<file path="src/rtl/pipe_hazard_ctrl_if.sv">
// Hazard-controller bus: pipeline-stage hazard info in, stage control and forwarding selects out.
interface pipe_hazard_ctrl_if #(
    parameter int unsigned REG_AW = 5,
    parameter int unsigned CNT_W  = 16
);
    // debug
    logic              debug_en;
    logic              debug_step;
    // ID stage
    logic [REG_AW-1:0] id_rs_addr;
    logic [REG_AW-1:0] id_rt_addr;
    logic              id_rs_used;
    logic              id_rt_used;
    logic              id_is_store;
    logic              id_is_mdu;
    logic              id_branch_taken;
    logic [REG_AW-1:0] id_mdu_waddr;
    // EXE / MEM / WB writeback info
    logic              exe_wen;
    logic              exe_is_load;
    logic [REG_AW-1:0] exe_waddr;
    logic              mem_wen;
    logic              mem_is_load;
    logic [REG_AW-1:0] mem_waddr;
    logic              wb_wen;
    logic [REG_AW-1:0] wb_waddr;
    // stage control
    logic              if_en, id_en, exe_en, mem_en, wb_en;
    logic              if_rst, id_rst, exe_rst, mem_rst, wb_rst;
    // forwarding and status
    logic [1:0]        fwd_a;
    logic [1:0]        fwd_b;
    logic              mem_fwd_store;
    logic              mdu_busy;
    logic [CNT_W-1:0]  stall_cnt;

    modport master (
        output debug_en, debug_step,
        output id_rs_addr, id_rt_addr, id_rs_used, id_rt_used, id_is_store, id_is_mdu,
        output id_branch_taken, id_mdu_waddr,
        output exe_wen, exe_is_load, exe_waddr, mem_wen, mem_is_load, mem_waddr,
        output wb_wen, wb_waddr,
        input  if_en, id_en, exe_en, mem_en, wb_en,
        input  if_rst, id_rst, exe_rst, mem_rst, wb_rst,
        input  fwd_a, fwd_b, mem_fwd_store, mdu_busy, stall_cnt
    );

    modport slave (
        input  debug_en, debug_step,
        input  id_rs_addr, id_rt_addr, id_rs_used, id_rt_used, id_is_store, id_is_mdu,
        input  id_branch_taken, id_mdu_waddr,
        input  exe_wen, exe_is_load, exe_waddr, mem_wen, mem_is_load, mem_waddr,
        input  wb_wen, wb_waddr,
        output if_en, id_en, exe_en, mem_en, wb_en,
        output if_rst, id_rst, exe_rst, mem_rst, wb_rst,
        output fwd_a, fwd_b, mem_fwd_store, mdu_busy, stall_cnt
    );
endinterface

</file>
<file path="src/rtl/pipe_hazard_ctrl.sv">
// Five-stage pipeline hazard controller: load-use and MDU interlocks, operand forwarding,
// branch flush, debug freeze/single-step and a saturating stall counter.
module pipe_hazard_ctrl #(
    parameter int unsigned REG_AW  = 5,
    parameter int unsigned MDU_LAT = 4,
    parameter int unsigned CNT_W   = 16
) (
    input logic               clk,
    input logic               rst,
    pipe_hazard_ctrl_if.slave bus
);
    localparam int unsigned    MCW     = $clog2(MDU_LAT);
    localparam logic [MCW-1:0] MduLoad = MCW'(MDU_LAT - 1);

    typedef enum logic {StIdle, StBusy} mdu_state_e;

    mdu_state_e        state_q, state_d;
    logic [MCW-1:0]    cnt_q, cnt_d;
    logic [REG_AW-1:0] mdu_waddr_q, mdu_waddr_d;
    logic [CNT_W-1:0]  stall_cnt_q, stall_cnt_d;
    logic              step_q;

    logic freeze, load_stall, mdu_stall, stall;

    // Register $0 is hard-wired zero, so it never creates a dependency.
    function automatic logic addr_hit(input logic [REG_AW-1:0] a, input logic [REG_AW-1:0] b);
        return (a != '0) && (a == b);
    endfunction

    // A debug step is the rising edge of debug_step; anything else freezes while debug_en.
    assign freeze = bus.debug_en && !(bus.debug_step && !step_q);

    assign load_stall = bus.exe_wen && bus.exe_is_load &&
                        ((bus.id_rs_used && addr_hit(bus.id_rs_addr, bus.exe_waddr)) ||
                         (bus.id_rt_used && addr_hit(bus.id_rt_addr, bus.exe_waddr) &&
                          !bus.id_is_store));

    assign mdu_stall = (state_q == StBusy) &&
                       (bus.id_is_mdu ||
                        (bus.id_rs_used && addr_hit(bus.id_rs_addr, mdu_waddr_q)) ||
                        (bus.id_rt_used && addr_hit(bus.id_rt_addr, mdu_waddr_q)));

    assign stall = load_stall || mdu_stall;

    // State registers: MDU FSM, latency counter, latched MDU destination, stall counter.
    always_ff @(posedge clk) begin
        if (rst) begin
            state_q     <= StIdle;
            cnt_q       <= '0;
            mdu_waddr_q <= '0;
            stall_cnt_q <= '0;
            step_q      <= 1'b0;
        end else begin
            state_q     <= state_d;
            cnt_q       <= cnt_d;
            mdu_waddr_q <= mdu_waddr_d;
            stall_cnt_q <= stall_cnt_d;
            step_q      <= bus.debug_step;
        end
    end

    // Next state: nothing advances while frozen; an MDU op issues only if ID is not stalled.
    always_comb begin
        state_d     = state_q;
        cnt_d       = cnt_q;
        mdu_waddr_d = mdu_waddr_q;
        stall_cnt_d = stall_cnt_q;
        if (!freeze) begin
            unique case (state_q)
                StIdle: begin
                    if (bus.id_is_mdu && !stall) begin
                        state_d     = StBusy;
                        cnt_d       = MduLoad;
                        mdu_waddr_d = bus.id_mdu_waddr;
                    end
                end
                StBusy: begin
                    if (cnt_q == '0) begin
                        state_d = StIdle;
                    end else begin
                        cnt_d = cnt_q - MCW'(1);
                    end
                end
                default: state_d = StIdle;
            endcase
            if (stall && (stall_cnt_q != {CNT_W{1'b1}})) begin
                stall_cnt_d = stall_cnt_q + CNT_W'(1);
            end
        end
    end

    // Stage control, priority: reset > freeze > stall > branch flush > normal.
    always_comb begin
        bus.if_en   = 1'b1;
        bus.id_en   = 1'b1;
        bus.exe_en  = 1'b1;
        bus.mem_en  = 1'b1;
        bus.wb_en   = 1'b1;
        bus.if_rst  = 1'b0;
        bus.id_rst  = 1'b0;
        bus.exe_rst = 1'b0;
        bus.mem_rst = 1'b0;
        bus.wb_rst  = 1'b0;
        if (rst) begin
            bus.if_rst  = 1'b1;
            bus.id_rst  = 1'b1;
            bus.exe_rst = 1'b1;
            bus.mem_rst = 1'b1;
            bus.wb_rst  = 1'b1;
        end else if (freeze) begin
            bus.if_en  = 1'b0;
            bus.id_en  = 1'b0;
            bus.exe_en = 1'b0;
            bus.mem_en = 1'b0;
            bus.wb_en  = 1'b0;
        end else if (stall) begin
            // Hold IF/ID and push a bubble into EXE.
            bus.if_en   = 1'b0;
            bus.id_en   = 1'b0;
            bus.exe_rst = 1'b1;
        end else if (bus.id_branch_taken) begin
            bus.id_rst = 1'b1;
        end
    end

    // Forwarding selects: MEM stage wins over WB; load data in MEM uses the load path.
    always_comb begin
        bus.fwd_a         = 2'b00;
        bus.fwd_b         = 2'b00;
        bus.mem_fwd_store = 1'b0;
        if (!rst) begin
            if (bus.mem_wen && addr_hit(bus.id_rs_addr, bus.mem_waddr)) begin
                bus.fwd_a = bus.mem_is_load ? 2'b10 : 2'b01;
            end else if (bus.wb_wen && addr_hit(bus.id_rs_addr, bus.wb_waddr)) begin
                bus.fwd_a = 2'b11;
            end
            if (bus.mem_wen && addr_hit(bus.id_rt_addr, bus.mem_waddr)) begin
                bus.fwd_b = bus.mem_is_load ? 2'b10 : 2'b01;
            end else if (bus.wb_wen && addr_hit(bus.id_rt_addr, bus.wb_waddr)) begin
                bus.fwd_b = 2'b11;
            end
            // Store data only needed in MEM, so the load result is forwarded there instead.
            bus.mem_fwd_store = bus.exe_wen && bus.exe_is_load && bus.id_is_store &&
                                bus.id_rt_used && addr_hit(bus.id_rt_addr, bus.exe_waddr);
        end
    end

    assign bus.mdu_busy  = (state_q == StBusy) && !rst;
    assign bus.stall_cnt = stall_cnt_q;
endmodule

</file>
<file path="src/flat_wrapper.sv">
// flat-port wrapper written by rule: the top's interface ports become plain ports
module pipe_hazard_ctrl_flat 
#(
    parameter int unsigned REG_AW  = 5,
    parameter int unsigned MDU_LAT = 4,
    parameter int unsigned CNT_W   = 16
)
  (clk, rst, bus_debug_en, bus_debug_step, bus_id_rs_addr, bus_id_rt_addr, bus_id_rs_used, bus_id_rt_used, bus_id_is_store, bus_id_is_mdu, bus_id_branch_taken, bus_id_mdu_waddr, bus_exe_wen, bus_exe_is_load, bus_exe_waddr, bus_mem_wen, bus_mem_is_load, bus_mem_waddr, bus_wb_wen, bus_wb_waddr, bus_if_en, bus_id_en, bus_exe_en, bus_mem_en, bus_wb_en, bus_if_rst, bus_id_rst, bus_exe_rst, bus_mem_rst, bus_wb_rst, bus_fwd_a, bus_fwd_b, bus_mem_fwd_store, bus_mdu_busy, bus_stall_cnt);
  pipe_hazard_ctrl_if #(.REG_AW(REG_AW), .CNT_W(CNT_W)) bus_i ();
  input logic clk;
  input logic rst;
  input wire logic [$bits(bus_i.debug_en)-1:0] bus_debug_en;
  input wire logic [$bits(bus_i.debug_step)-1:0] bus_debug_step;
  input wire logic [$bits(bus_i.id_rs_addr)-1:0] bus_id_rs_addr;
  input wire logic [$bits(bus_i.id_rt_addr)-1:0] bus_id_rt_addr;
  input wire logic [$bits(bus_i.id_rs_used)-1:0] bus_id_rs_used;
  input wire logic [$bits(bus_i.id_rt_used)-1:0] bus_id_rt_used;
  input wire logic [$bits(bus_i.id_is_store)-1:0] bus_id_is_store;
  input wire logic [$bits(bus_i.id_is_mdu)-1:0] bus_id_is_mdu;
  input wire logic [$bits(bus_i.id_branch_taken)-1:0] bus_id_branch_taken;
  input wire logic [$bits(bus_i.id_mdu_waddr)-1:0] bus_id_mdu_waddr;
  input wire logic [$bits(bus_i.exe_wen)-1:0] bus_exe_wen;
  input wire logic [$bits(bus_i.exe_is_load)-1:0] bus_exe_is_load;
  input wire logic [$bits(bus_i.exe_waddr)-1:0] bus_exe_waddr;
  input wire logic [$bits(bus_i.mem_wen)-1:0] bus_mem_wen;
  input wire logic [$bits(bus_i.mem_is_load)-1:0] bus_mem_is_load;
  input wire logic [$bits(bus_i.mem_waddr)-1:0] bus_mem_waddr;
  input wire logic [$bits(bus_i.wb_wen)-1:0] bus_wb_wen;
  input wire logic [$bits(bus_i.wb_waddr)-1:0] bus_wb_waddr;
  output wire logic [$bits(bus_i.if_en)-1:0] bus_if_en;
  output wire logic [$bits(bus_i.id_en)-1:0] bus_id_en;
  output wire logic [$bits(bus_i.exe_en)-1:0] bus_exe_en;
  output wire logic [$bits(bus_i.mem_en)-1:0] bus_mem_en;
  output wire logic [$bits(bus_i.wb_en)-1:0] bus_wb_en;
  output wire logic [$bits(bus_i.if_rst)-1:0] bus_if_rst;
  output wire logic [$bits(bus_i.id_rst)-1:0] bus_id_rst;
  output wire logic [$bits(bus_i.exe_rst)-1:0] bus_exe_rst;
  output wire logic [$bits(bus_i.mem_rst)-1:0] bus_mem_rst;
  output wire logic [$bits(bus_i.wb_rst)-1:0] bus_wb_rst;
  output wire logic [$bits(bus_i.fwd_a)-1:0] bus_fwd_a;
  output wire logic [$bits(bus_i.fwd_b)-1:0] bus_fwd_b;
  output wire logic [$bits(bus_i.mem_fwd_store)-1:0] bus_mem_fwd_store;
  output wire logic [$bits(bus_i.mdu_busy)-1:0] bus_mdu_busy;
  output wire logic [$bits(bus_i.stall_cnt)-1:0] bus_stall_cnt;
  assign bus_i.debug_en = bus_debug_en;
  assign bus_i.debug_step = bus_debug_step;
  assign bus_i.id_rs_addr = bus_id_rs_addr;
  assign bus_i.id_rt_addr = bus_id_rt_addr;
  assign bus_i.id_rs_used = bus_id_rs_used;
  assign bus_i.id_rt_used = bus_id_rt_used;
  assign bus_i.id_is_store = bus_id_is_store;
  assign bus_i.id_is_mdu = bus_id_is_mdu;
  assign bus_i.id_branch_taken = bus_id_branch_taken;
  assign bus_i.id_mdu_waddr = bus_id_mdu_waddr;
  assign bus_i.exe_wen = bus_exe_wen;
  assign bus_i.exe_is_load = bus_exe_is_load;
  assign bus_i.exe_waddr = bus_exe_waddr;
  assign bus_i.mem_wen = bus_mem_wen;
  assign bus_i.mem_is_load = bus_mem_is_load;
  assign bus_i.mem_waddr = bus_mem_waddr;
  assign bus_i.wb_wen = bus_wb_wen;
  assign bus_i.wb_waddr = bus_wb_waddr;
  assign bus_if_en = bus_i.if_en;
  assign bus_id_en = bus_i.id_en;
  assign bus_exe_en = bus_i.exe_en;
  assign bus_mem_en = bus_i.mem_en;
  assign bus_wb_en = bus_i.wb_en;
  assign bus_if_rst = bus_i.if_rst;
  assign bus_id_rst = bus_i.id_rst;
  assign bus_exe_rst = bus_i.exe_rst;
  assign bus_mem_rst = bus_i.mem_rst;
  assign bus_wb_rst = bus_i.wb_rst;
  assign bus_fwd_a = bus_i.fwd_a;
  assign bus_fwd_b = bus_i.fwd_b;
  assign bus_mem_fwd_store = bus_i.mem_fwd_store;
  assign bus_mdu_busy = bus_i.mdu_busy;
  assign bus_stall_cnt = bus_i.stall_cnt;
  pipe_hazard_ctrl #(.REG_AW(REG_AW), .MDU_LAT(MDU_LAT), .CNT_W(CNT_W)) u_core (.clk(clk), .rst(rst), .bus(bus_i));
endmodule
</file>
<file path="config.mk">
export PLATFORM = sky130hd
export DESIGN_NAME = pipe_hazard_ctrl_flat
export DESIGN_NICKNAME = d
export VERILOG_FILES = /design/src/rtl/pipe_hazard_ctrl_if.sv /design/src/rtl/pipe_hazard_ctrl.sv /design/src/flat_wrapper.sv
export SDC_FILE = /design/constraint.sdc
export NUM_CORES = 1
export LEC_CHECK = 0
export CORE_MARGIN = 2
export CORE_UTILIZATION = 45
export CTS_BUF_LIST = sky130_fd_sc_hd__clkbuf_4 sky130_fd_sc_hd__clkbuf_8
export DETAILED_ROUTE_END_ITERATION = 10
export PLACE_DENSITY = 0.94
export SETUP_SLACK_MARGIN = 0.4
export SLEW_MARGIN = 20
export SYNTH_ARGS = -nofsm -noshare
export SYNTH_HDL_FRONTEND = slang
export SYNTH_SLANG_ARGS = --single-unit
</file>
<file path="constraint.sdc">
create_clock -name clk -period 6.4 [get_ports clk]
set_input_delay 1.92 -clock clk [delete_from_list [all_inputs] [get_ports clk]]
set_output_delay 1.92 -clock clk [all_outputs]
set_load 0.1 [all_outputs]
</file>
==> reports/metrics.csv, run 1 <==
metric,value,unit
cp.required,4480,ps
slew_headroom,31.5,%
worst_pin_slew,1010,ps
core_area,0.00403,mm^2
syn-num-nets,280,
hold-worst-slack,515,ps
fin_crit,5920,ps
finClkSkew,12.8,ps
drt.antenna.violating_nets,0,
seq_area,500,um^2
dieArea,0.00477,mm^2
rows,23,
fillers,289,
grt_setup_unrepaired,true,
clock.fmax,169,MHz
grt_pass1_wl,9.43,mm
initial_core_util,47.3,%
area_delta_synth_final,52.1,%
io_pins,76,
synth_area,0.00191,mm^2
maxCapViolations,0,
seq_power_share,39.0,%
postLayoutCoreUtil,72.0,%
hpwl,4.30,mm
setup_violations,0,
startpoint_type,primary input,
grt_pass1_vias,2027,
htreeDepth,1,
slew_violations,0,
wl_per_cell,16.3,um
p_int,0.000280,W
final_area,0.00290,mm^2
routed_wl,5.72,mm
insertion_delay,270,ps
ys_types,42,
multiInputGateArea,0.00132,mm^2
p_per_area,146,mW/mm^2
crit_arrival,4000,ps
cts_sinks,25,
cts_tree,built,
drt_first_pass_iters,4,
crit_type,in -> out,
cp_max_fo,4,
placed_area,0.00278,mm^2
p_leak,1.06,nW
antenna_found_initial,0,
hold_violations,0,
dpl_worst_slack,307,ps
seq_area_frac_synth,26.2,%
synth.avg_cell_area,8.15,um^2
drive_gt1_share,16.0,%
r2r_start,u_core.bus.stall_cnt[0]$_SDFFE_PP0P_,
drtIter0Drc,112,
vias,2050,
switching_share,34.1,%
yosys_warnings,0,
comb_power_share,38.2,%
antenna-diode-count,0,
postCtsHoldBufs,0,
die_height,69.1,um
fp.dieW,69.1,um
ir_drop,0.000121,V
fin_setup_tns,0,ps
min-delay-start,u_core.bus.stall_cnt[8]$_SDFFE_PP0P_,
syn_inst,234,
final_critical_path_setup_slack,482,ps
finalCritPeriodShare,92.5,%
io_buffers,75,
worst_setup_path_end_kind,output pin,
outcome,"complete, no violations",
numCtsBuffers,3,
power.switching,0.000145,W
startpoint,bus_id_rs_addr[2],
nets,347,
hold_path.class,reg -> reg,
grt.overflow.total,0,
drc,0,
async_flop_share,0,%
synthFlopType,dfxtp_1,
ys_seq_elements,25,
via_per_inst,5.86,
ctsRootBufferMaster,clkbuf_8,
cts.reportedPaths.clkPinSlew,90,ps
grt_max_degree,33,
p_clk_share,22.8,%
grt_use_total,23.6,%
synth_edf_count,0,
gp_congestion,0.992,
clockBufferDepth,2,
[metal layers]
| layer | global-route usage, % | share of wire [%] | wire length (um) |
|---|---|---|---|
| met1 | 27.5 | 40 | 2290 |
| met2 | 41.8 | 51 | 2940 |
| met3 | 4.24 | 4.8 | 275 |
| met5 | 0 | 0 | 0 |
| met4 | 10.9 | 3.6 | 206 |
[flip-flops by register name, indices dropped and copies added (netlist names)]
register and flops:
u_core.bus.stall_cnt 16, u_core.state_q 1, u_core.mdu_waddr_q 5, u_core.step_q 1, u_core.cnt_q 2
[cell type report]
class | instances | share of cell area [%]
Clock buffer | 4 | 1.68
Inverter | 5 | 0.647
Timing Repair Buffer | 87 | 32.8
Sequential cell | 25 | 17.3
Tap cell | 50 | 2.16
Multi-Input combinational cell | 179 | 45.5
[critical path, stage by stage]
cell	delay [ps]
clkdlybuf4s50_1	430
or4_4	500
nor2_4	190
nor4_4	80
a2111oi_4	440
buf_4	200
o21bai_4	60
buf_12	170
[metrics by stage]
step / cells / power, W
finish: 350 / 0.000424
global placement: 344 / 0.000321
detailed placement: 344 / 0.000325
floorplan: 234 / 0.000270
CTS: 350 / 0.000422
global route: 350 / 0.000442
[cell usage in the layout (no fill, tap or decap), types with 2 or more instances in the layout]
| master | count |
|---|---|
| clkdlybuf4s50_1 | 53 |
| xnor2_1 | 25 |
| dfxtp_1 | 25 |
| a21oi_1 | 22 |
| xor2_1 | 15 |
| buf_4 | 14 |
| o21ai_1 | 13 |
| or3_1 | 12 |
| buf_12 | 12 |
| nor2_1 | 10 |
| nand3_1 | 10 |
| nand4_1 | 9 |
| nand2_1 | 9 |
| dlygate4sd2_1 | 6 |
| inv_1 | 5 |
| and3_1 | 5 |
| mux2i_1 | 5 |
| nor4_2 | 4 |
| or4_1 | 4 |
| or4_4 | 3 |
| nand2b_1 | 3 |
| o31ai_1 | 3 |
| clkbuf_8 | 3 |
| nor4_1 | 2 |
| o21bai_1 | 2 |
| and2_1 | 2 |
| ha_1 | 2 |
| buf_6 | 2 |
[power by group through the flow]
stage,clock (W),sequential (W),combinational (W)
floorplan,0,0.000171,0.0000994
global placement,0,0.000169,0.000152
detailed placement,0,0.000169,0.000156
CTS,0.0000967,0.000165,0.000160
global route,0.000105,0.000166,0.000171
finish,0.0000968,0.000166,0.000162
[worst paths after layout]
| kind | end | slack, ps | depth (start not counted) |
|---|---|---|---|
| max | bus_exe_rst | 480 | 8 |
| min | u_core.bus.stall_cnt[8]$_SDFFE_PP0P_ | 520 | 2 |
| max reg2reg | u_core.bus.stall_cnt[14]$_SDFFE_PP0P_ | 3690 | 7 |
| min reg2reg | u_core.bus.stall_cnt[8]$_SDFFE_PP0P_ | 520 | 2 |
[synth_stat cells (7+ instances only)]
master	n	share of area, %
a21oi_1	22	5.8
nand2_1	9	1.8
xor2_1	15	6.9
dfxtp_1	25	26
clkbuf_1	8	1.6
buf_4	7	2.8
nand3_1	10	2.6
o21ai_1	13	3.4
nor2_1	10	2.0
xnor2_1	25	11
nand4_1	9	3.0
buf_2	7	1.8
or3_1	12	3.9
[logic make-up (layout without fill, tap and decap cells)]
| kind of cell | Yosys count | count (layout) | synth area share, % |
|---|---|---|---|
| AND/OR/NAND/NOR | 80 | 80 | 24.9 |
| AO/OA/AOI/OAI | 52 | 52 | 17.6 |
| XOR/XNOR | 40 | 40 | 18.4 |
| buffers and inverters | 30 | 96 | 8.92 |
| flip-flops | 25 | 25 | 26.2 |
| multiplexers | 5 | 5 | 2.62 |
| adder cells (fa/ha/maj) | 2 | 2 | 1.31 |
[timing repair]
item / 4_1_cts / 5_1_grt
resized for setup: 13 / 4
buffers inserted: 2 / 0
pin swaps: 5 / 3
endpoints found under the setup margin: 3 / 7
(Power assumes the default switching activity.)
==> run 2: changes to the inputs <==
--- a/config.mk
+++ b/config.mk
@@ -5,11 +5,14 @@
 export SDC_FILE = /design/constraint.sdc
 export NUM_CORES = 1
 export LEC_CHECK = 0
+export CAP_MARGIN = 10
 export CORE_MARGIN = 2
-export CORE_UTILIZATION = 45
+export CORE_UTILIZATION = 65
 export CTS_BUF_LIST = sky130_fd_sc_hd__clkbuf_4 sky130_fd_sc_hd__clkbuf_8
+export CTS_CLUSTER_SIZE = 40
 export DETAILED_ROUTE_END_ITERATION = 10
-export PLACE_DENSITY = 0.94
+export DONT_BUFFER_PORTS = 1
+export PLACE_DENSITY = 0.92
 export SETUP_SLACK_MARGIN = 0.4
 export SLEW_MARGIN = 20
 export SYNTH_ARGS = -nofsm -noshare
==> run 2 against run 1 <==
Against the previous run:
- hold slack better by 42 ps
- die area shrank 29%
- critical path depth decreased by 2
- worst setup slack better by 210 ps
- largest cell class unchanged
- largest power group unchanged
- highest routed layer unchanged
==> reports/metrics.csv, run 2 (synthesis gave the netlist of run 1 again) <==
metric,value,unit,change
slew_headroom,25.8,%,-5.7 points
power.switching,0.000118,W,-19%
finClkSkew,6.82,ps,-5.94 ps
cts_setup_buffers,0,,-2
hold_path.class,reg -> reg,,
vias,1741,,-15%
clock.fmax,175,MHz,+3.6%
cts.reportedPaths.clkPinSlew,140,ps,+50 ps
nets,269,,-22%
p_clk_share,22.2,%,-0.6 points
comb_power_share,28.0,%,-10 points
maxCapViolations,0,,unchanged
setup_violations,0,,unchanged
fp.dieW,58.2,um,-16%
ctsRootBufferMaster,clkbuf_4,,
fin_setup_tns,0,ps,unchanged
worst_setup_path_end_kind,output pin,,
p_per_area,170,mW/mm^2,+16%
worst_pin_slew,1110,ps,+97.7 ps
grt_use_total,29.3,%,+5.7 points
grt_max_degree,37,,+12%
crit_arrival,3790,ps,-210 ps
postCtsHoldBufs,0,,unchanged
cp_slowest_cell,or4_4,,
fin_crit,5710,ps,-208 ps
drtIter0Drc,156,,+39%
cp_max_fo,5,,+1
regToRegSetupSlack,3180,ps,-510 ps
final_cell_mix,"xnor2_1 (25), dfxtp_1 (25), a21oi_1 (18), xor2_1 (15), o21ai_1 (13)",,
switching_share,34.8,%,+0.65 points
drt_first_pass_iters,4,,unchanged
antenna_found_initial,0,,unchanged
antenna-diode-count,0,,unchanged
cp.required,4480,ps,about the same
largest_reg_flops,16,,unchanged
cts_sinks,25,,unchanged
initial_core_util,68.6,%,+21 points
die_height,58.2,um,-16%
crit_family,compound AO/OA/AOI/OAI gates,,
drive_gt1_share,13.1,%,-2.9 points
max_stage_delay,530,ps,+30 ps
numCtsBuffers,3,,unchanged
fillers,205,,-29%
drc,0,,unchanged
insertion_delay,330,ps,+60 ps
p_int,0.000221,W,-21%
core_area,0.00278,mm^2,-31%
placed_cells,249,,-28%
io_pins,76,,unchanged
finalCritPeriodShare,89.2,%,-3.3 points
worstPathCellList,or4_4 -> o21ai_2 -> o41ai_1 -> a2111oi_4 -> a21o_4 -> buf_12,,
drt.antenna.violating_nets,0,,unchanged
area_delta_synth_final,4.27,%,
dieArea,0.00338,mm^2,-29%
io_buffers,0,,-100%
htreeDepth,1,,unchanged
grt_setup_unrepaired,false,,
grt.overflow.total,0,,unchanged
cts_resized,0,,-13
crit_type,in -> out,,
clockBufferDepth,2,,unchanged
final_cell_count_no_fill,253,,-28%
gp_congestion,0.816,,-18%
rows,19,,-17%
hold_violations,0,,unchanged
p_leak,0.682,nW,-36%
critPathBufInv,1,,-2
seq_power_share,49.8,%,+11 points
grt_pass1_wl,7.69,mm,-18%
startpoint_type,primary input,,
slew_violations,0,,unchanged
cts_tree,built,,
ir_drop,0.000178,V,+48%
outcome,"complete, no violations",,
via_per_inst,6.88,,+17%
wl_per_cell,18.9,um,+16%
hpwl,3.70,mm,-14%
routed_wl,4.78,mm,-16%
grt_pass1_vias,1684,,-17%
## run 2: changes by cell type in the layout (fill, tap and decap cells not counted), sizes merged
| cell | previous run | this run |
|---|---|---|
| clkdlybuf4s50 | 53 | 0 |
| buf | 28 | 9 |
| dlygate4sd2 | 6 | 0 |
| clkinvlp | 0 | 1 |
| clkbuf | 4 | 3 |
## run 2: worst paths after layout
path	from	endpoint	cells past startpoint
worst max-delay path	bus_id_rt_addr[0]	bus_if_en	6
worst min-delay path	u_core.cnt_q[1]$_SDFFE_PP0P_	u_core.cnt_q[1]$_SDFFE_PP0P_	2
worst max register to register	u_core.bus.stall_cnt[0]$_SDFFE_PP0P_	u_core.bus.stall_cnt[10]$_SDFFE_PP0P_	7
worst min register to register	u_core.cnt_q[1]$_SDFFE_PP0P_	u_core.cnt_q[1]$_SDFFE_PP0P_	2
## run 2: cell type report
cell class	instances	area [um^2]	area share (%)
Inverter	5	18.8	0.944
Timing Repair Buffer	9	105	5.29
Tap cell	31	38.8	1.95
Sequential cell	25	500	25.2
Clock buffer	3	22.5	1.13
Clock inverter	1	7.51	0.378
Multi-Input combinational cell	179	1290	65.1
## run 2: routing by layer
layer | part of all wire (%) | vias to the layer above | track usage (%)
met5 | 0 | - | 0
met4 | 4.1 | 0 | 14.3
met3 | 7.2 | 23 | 8.04
met2 | 48 | 78 | 47.1
met1 | 40 | 830 | 36.1
li1 | - | 810 | -
## run 2: worst min-delay path, delay by kind of cell, from the launching register on
kind	cells	cell delay (ps)
DFF	1	340
and+or+nand+nor	1	130
AOI/OAI and AO/OA	1	70
## run 2: power groups by stage
| stage | logic [W] | clock network [W] | registers [W] |
|---|---|---|---|
| 5_1_grt | 0.000101 | 0.0000824 | 0.000169 |
| 2_1_floorplan | 0.0000994 | 0 | 0.000171 |
| 4_1_cts | 0.0000944 | 0.0000770 | 0.000168 |
| 3_3_place_gp | 0.0000906 | 0 | 0.000171 |
| 3_5_place_dp | 0.0000937 | 0 | 0.000172 |
| 6_report | 0.0000945 | 0.0000751 | 0.000169 |
## run 2: metrics by stage
| step | area [um^2] | setup WS, ps | total power (W) | util (%) | hold WS [ps] |
|---|---|---|---|---|---|
| finish | 1990 | 690 | 0.000338 | 71.5 | 557 |
| detailed placement | 1960 | 679 | 0.000265 | 70.4 | 542 |
| global placement | 1960 | 727 | 0.000262 | 70.4 | 509 |
| CTS | 1990 | 679 | 0.000340 | 71.5 | 558 |
| global route | 1990 | 591 | 0.000352 | 71.5 | 575 |
| floorplan | 1940 | 84.7 | 0.000270 | - | 497 |
==> run 3: changes to the inputs <==
--- a/config.mk
+++ b/config.mk
@@ -6,13 +6,16 @@
 export NUM_CORES = 1
 export LEC_CHECK = 0
 export CAP_MARGIN = 10
+export CELL_PAD_IN_SITES_DETAIL_PLACEMENT = 0
+export CELL_PAD_IN_SITES_GLOBAL_PLACEMENT = 1
 export CORE_MARGIN = 2
-export CORE_UTILIZATION = 65
+export CORE_UTILIZATION = 47
 export CTS_BUF_LIST = sky130_fd_sc_hd__clkbuf_4 sky130_fd_sc_hd__clkbuf_8
+export CTS_CLUSTER_DIAMETER = 200
 export CTS_CLUSTER_SIZE = 40
 export DETAILED_ROUTE_END_ITERATION = 10
 export DONT_BUFFER_PORTS = 1
-export PLACE_DENSITY = 0.92
+export PLACE_DENSITY = 0.93
 export SETUP_SLACK_MARGIN = 0.4
 export SLEW_MARGIN = 20
 export SYNTH_ARGS = -nofsm -noshare
==> run 3 against run 2 <==
Against the previous run:
- clock skew is 1.4 ps lower
- register-to-register slack hardly changed
- largest power group unchanged
- critical endpoint unchanged
- highest routed layer is now met3
- core utilization is 20 points lower
- non-clock buffer count stayed put
==> reports/metrics.csv, run 3 (synthesis gave the netlist of run 1 again) <==
metric,value,unit,change
multiInputGateArea,0.00129,mm^2,unchanged
power,0.000353,W,+4.3%
slew_violations,0,,unchanged
antenna-diode-count,0,,unchanged
postCtsHoldBufs,0,,unchanged
nets,269,,unchanged
area_delta_synth_final,6.37,%,
p_leak,0.693,nW,+1.7%
hold_path.class,reg -> reg,,
crit_arrival,3780,ps,about the same
grt_pass1_vias,1505,,-11%
slew_headroom,26.9,%,+1.1 points
grt_use_total,18.6,%,-11 points
largest_reg_flops,16,,unchanged
grt_setup_unrepaired,false,,
p_per_area,174,mW/mm^2,+2.2%
insertion_delay,260,ps,-70 ps
clockBufferDepth,2,,unchanged
crit_type,in -> out,,
whs_path_depth,2,,unchanged
ir_drop,0.000163,V,-8.7%
finClkSkew,5.41,ps,-1.42 ps
placed_area,0.00198,mm^2,+1.2%
worst_pin_slew,1090,ps,-16.4 ps
drtIter0Drc,81,,-48%
cts_tree,built,,
cp.required,4480,ps,about the same
fillers,392,,+91%
drt_first_pass_iters,4,,unchanged
io_pins,76,,unchanged
min-delay-start,u_core.cnt_q[0]$_SDFFE_PP0P_,,
hpwl,3.29,mm,-11%
reg2regPathDepth,7,,unchanged
outcome,"complete, no violations",,
ctsRootBufferMaster,clkbuf_8,,
cp_max_fo,5,,unchanged
final_cell_count_no_fill,272,,+7.5%
final_area,0.00203,mm^2,+2.0%
drt.antenna.violating_nets,0,,unchanged
finalCritPeriodShare,89.1,%,-0.094 points
r2r_start,u_core.bus.stall_cnt[0]$_SDFFE_PP0P_,,
hold-worst-slack,533,ps,-23.9 ps
numCtsBuffers,3,,unchanged
startpoint_type,primary input,,
maxCapViolations,0,,unchanged
hold_violations,0,,unchanged
dieArea,0.00458,mm^2,+35%
antenna_found_initial,0,,unchanged
routed_wl,4.26,mm,-11%
cts_sinks,25,,unchanged
cts.reportedPaths.clkPinSlew,80,ps,-60 ps
placed_cells,268,,+7.6%
initial_core_util,48.4,%,-20 points
io_buffers,0,,unchanged
htreeDepth,1,,unchanged
cts_setup_buffers,0,,unchanged
fin_setup_tns,0,ps,unchanged
fin_crit,5700,ps,-6.05 ps
final_cell_mix,"xnor2_1 (25), dfxtp_1 (25), a21oi_1 (18), xor2_1 (15), o21ai_1 (13)",,
seq_area,500,um^2,unchanged
regToRegSetupSlack,3180,ps,about the same
via_per_inst,5.85,,-15%
drc,0,,unchanged
holdPathEnd,u_core.cnt_q[0]$_SDFFE_PP0P_,,
core_area,0.00394,mm^2,+42%
clock.fmax,175,MHz,+0.11%
gp_congestion,0.921,,+13%
drive_gt1_share,13.1,%,unchanged
worst_r2r_endpoint,u_core.bus.stall_cnt[3]$_SDFFE_PP0P_,,
setup_violations,0,,unchanged
grt.overflow.total,0,,unchanged
fp.dieW,67.7,um,+16%
rows,23,,+4
cts_resized,0,,unchanged
die_height,67.7,um,+16%
worst_setup_path_end_kind,output pin,,
wl_per_cell,15.7,um,-17%
grt_max_degree,37,,unchanged
vias,1592,,-8.6%
grt_pass1_wl,6.77,mm,-12%
## run 3: final cells by class
class / count / area share, %
Inverter: 5 / 0.925
Multi-Input combinational cell: 179 / 63.8
Clock inverter: 1 / 0.247
Sequential cell: 25 / 24.7
Timing Repair Buffer: 9 / 5.18
Clock buffer: 3 / 2.04
Tap cell: 50 / 3.08
## run 3: critical path, cell delays in order
cell       delay, ps
or4_4            530
o21ai_2          210
o41ai_1          160
a2111oi_4        510
a21o_4           210
buf_12           240
## run 3: report_power, final
part / switching, W / total [W] / internal (W)
registers: 0.00000774 / 0.000168 / 0.000160
logic: 0.0000554 / 0.0000915 / 0.0000361
clock network: 0.0000497 / 0.0000931 / 0.0000435
total: 0.000113 / 0.000353 / 0.000240
## run 3: worst max path at each step
stage                      start      endpoint  slack, ps  cells after the start
2_1_floorplan  bus_id_rs_addr[0]  bus_fwd_a[0]         80                      5
3_3_place_gp   bus_id_rt_addr[0]     bus_if_en        720                      6
3_5_place_dp   bus_id_rt_addr[0]     bus_if_en        670                      6
4_1_cts        bus_id_rt_addr[0]     bus_if_en        670                      6
5_1_grt        bus_id_rt_addr[0]     bus_if_en        610                      6
6_report       bus_id_rt_addr[0]     bus_if_en        700                      6
## run 3: per-layer routing
layer  vias up  wire length [um]  share of wire, %  global-route usage (%)
met5         -                 0                 0                       0
li1        809                 -                 -                       -
met2        37              2100                49                    30.6
met3         0               361               8.5                    5.50
met4         0                 0                 0                    1.53
met1       746              1800                42                    24.9
## run 3: per-stage QoR
stage / util, % / setup WS [ps]
floorplan: - / 84.7
global route: 51.4 / 614
detailed placement: 50.3 / 675
finish: 51.4 / 696
CTS: 51.4 / 672
global placement: 50.3 / 721
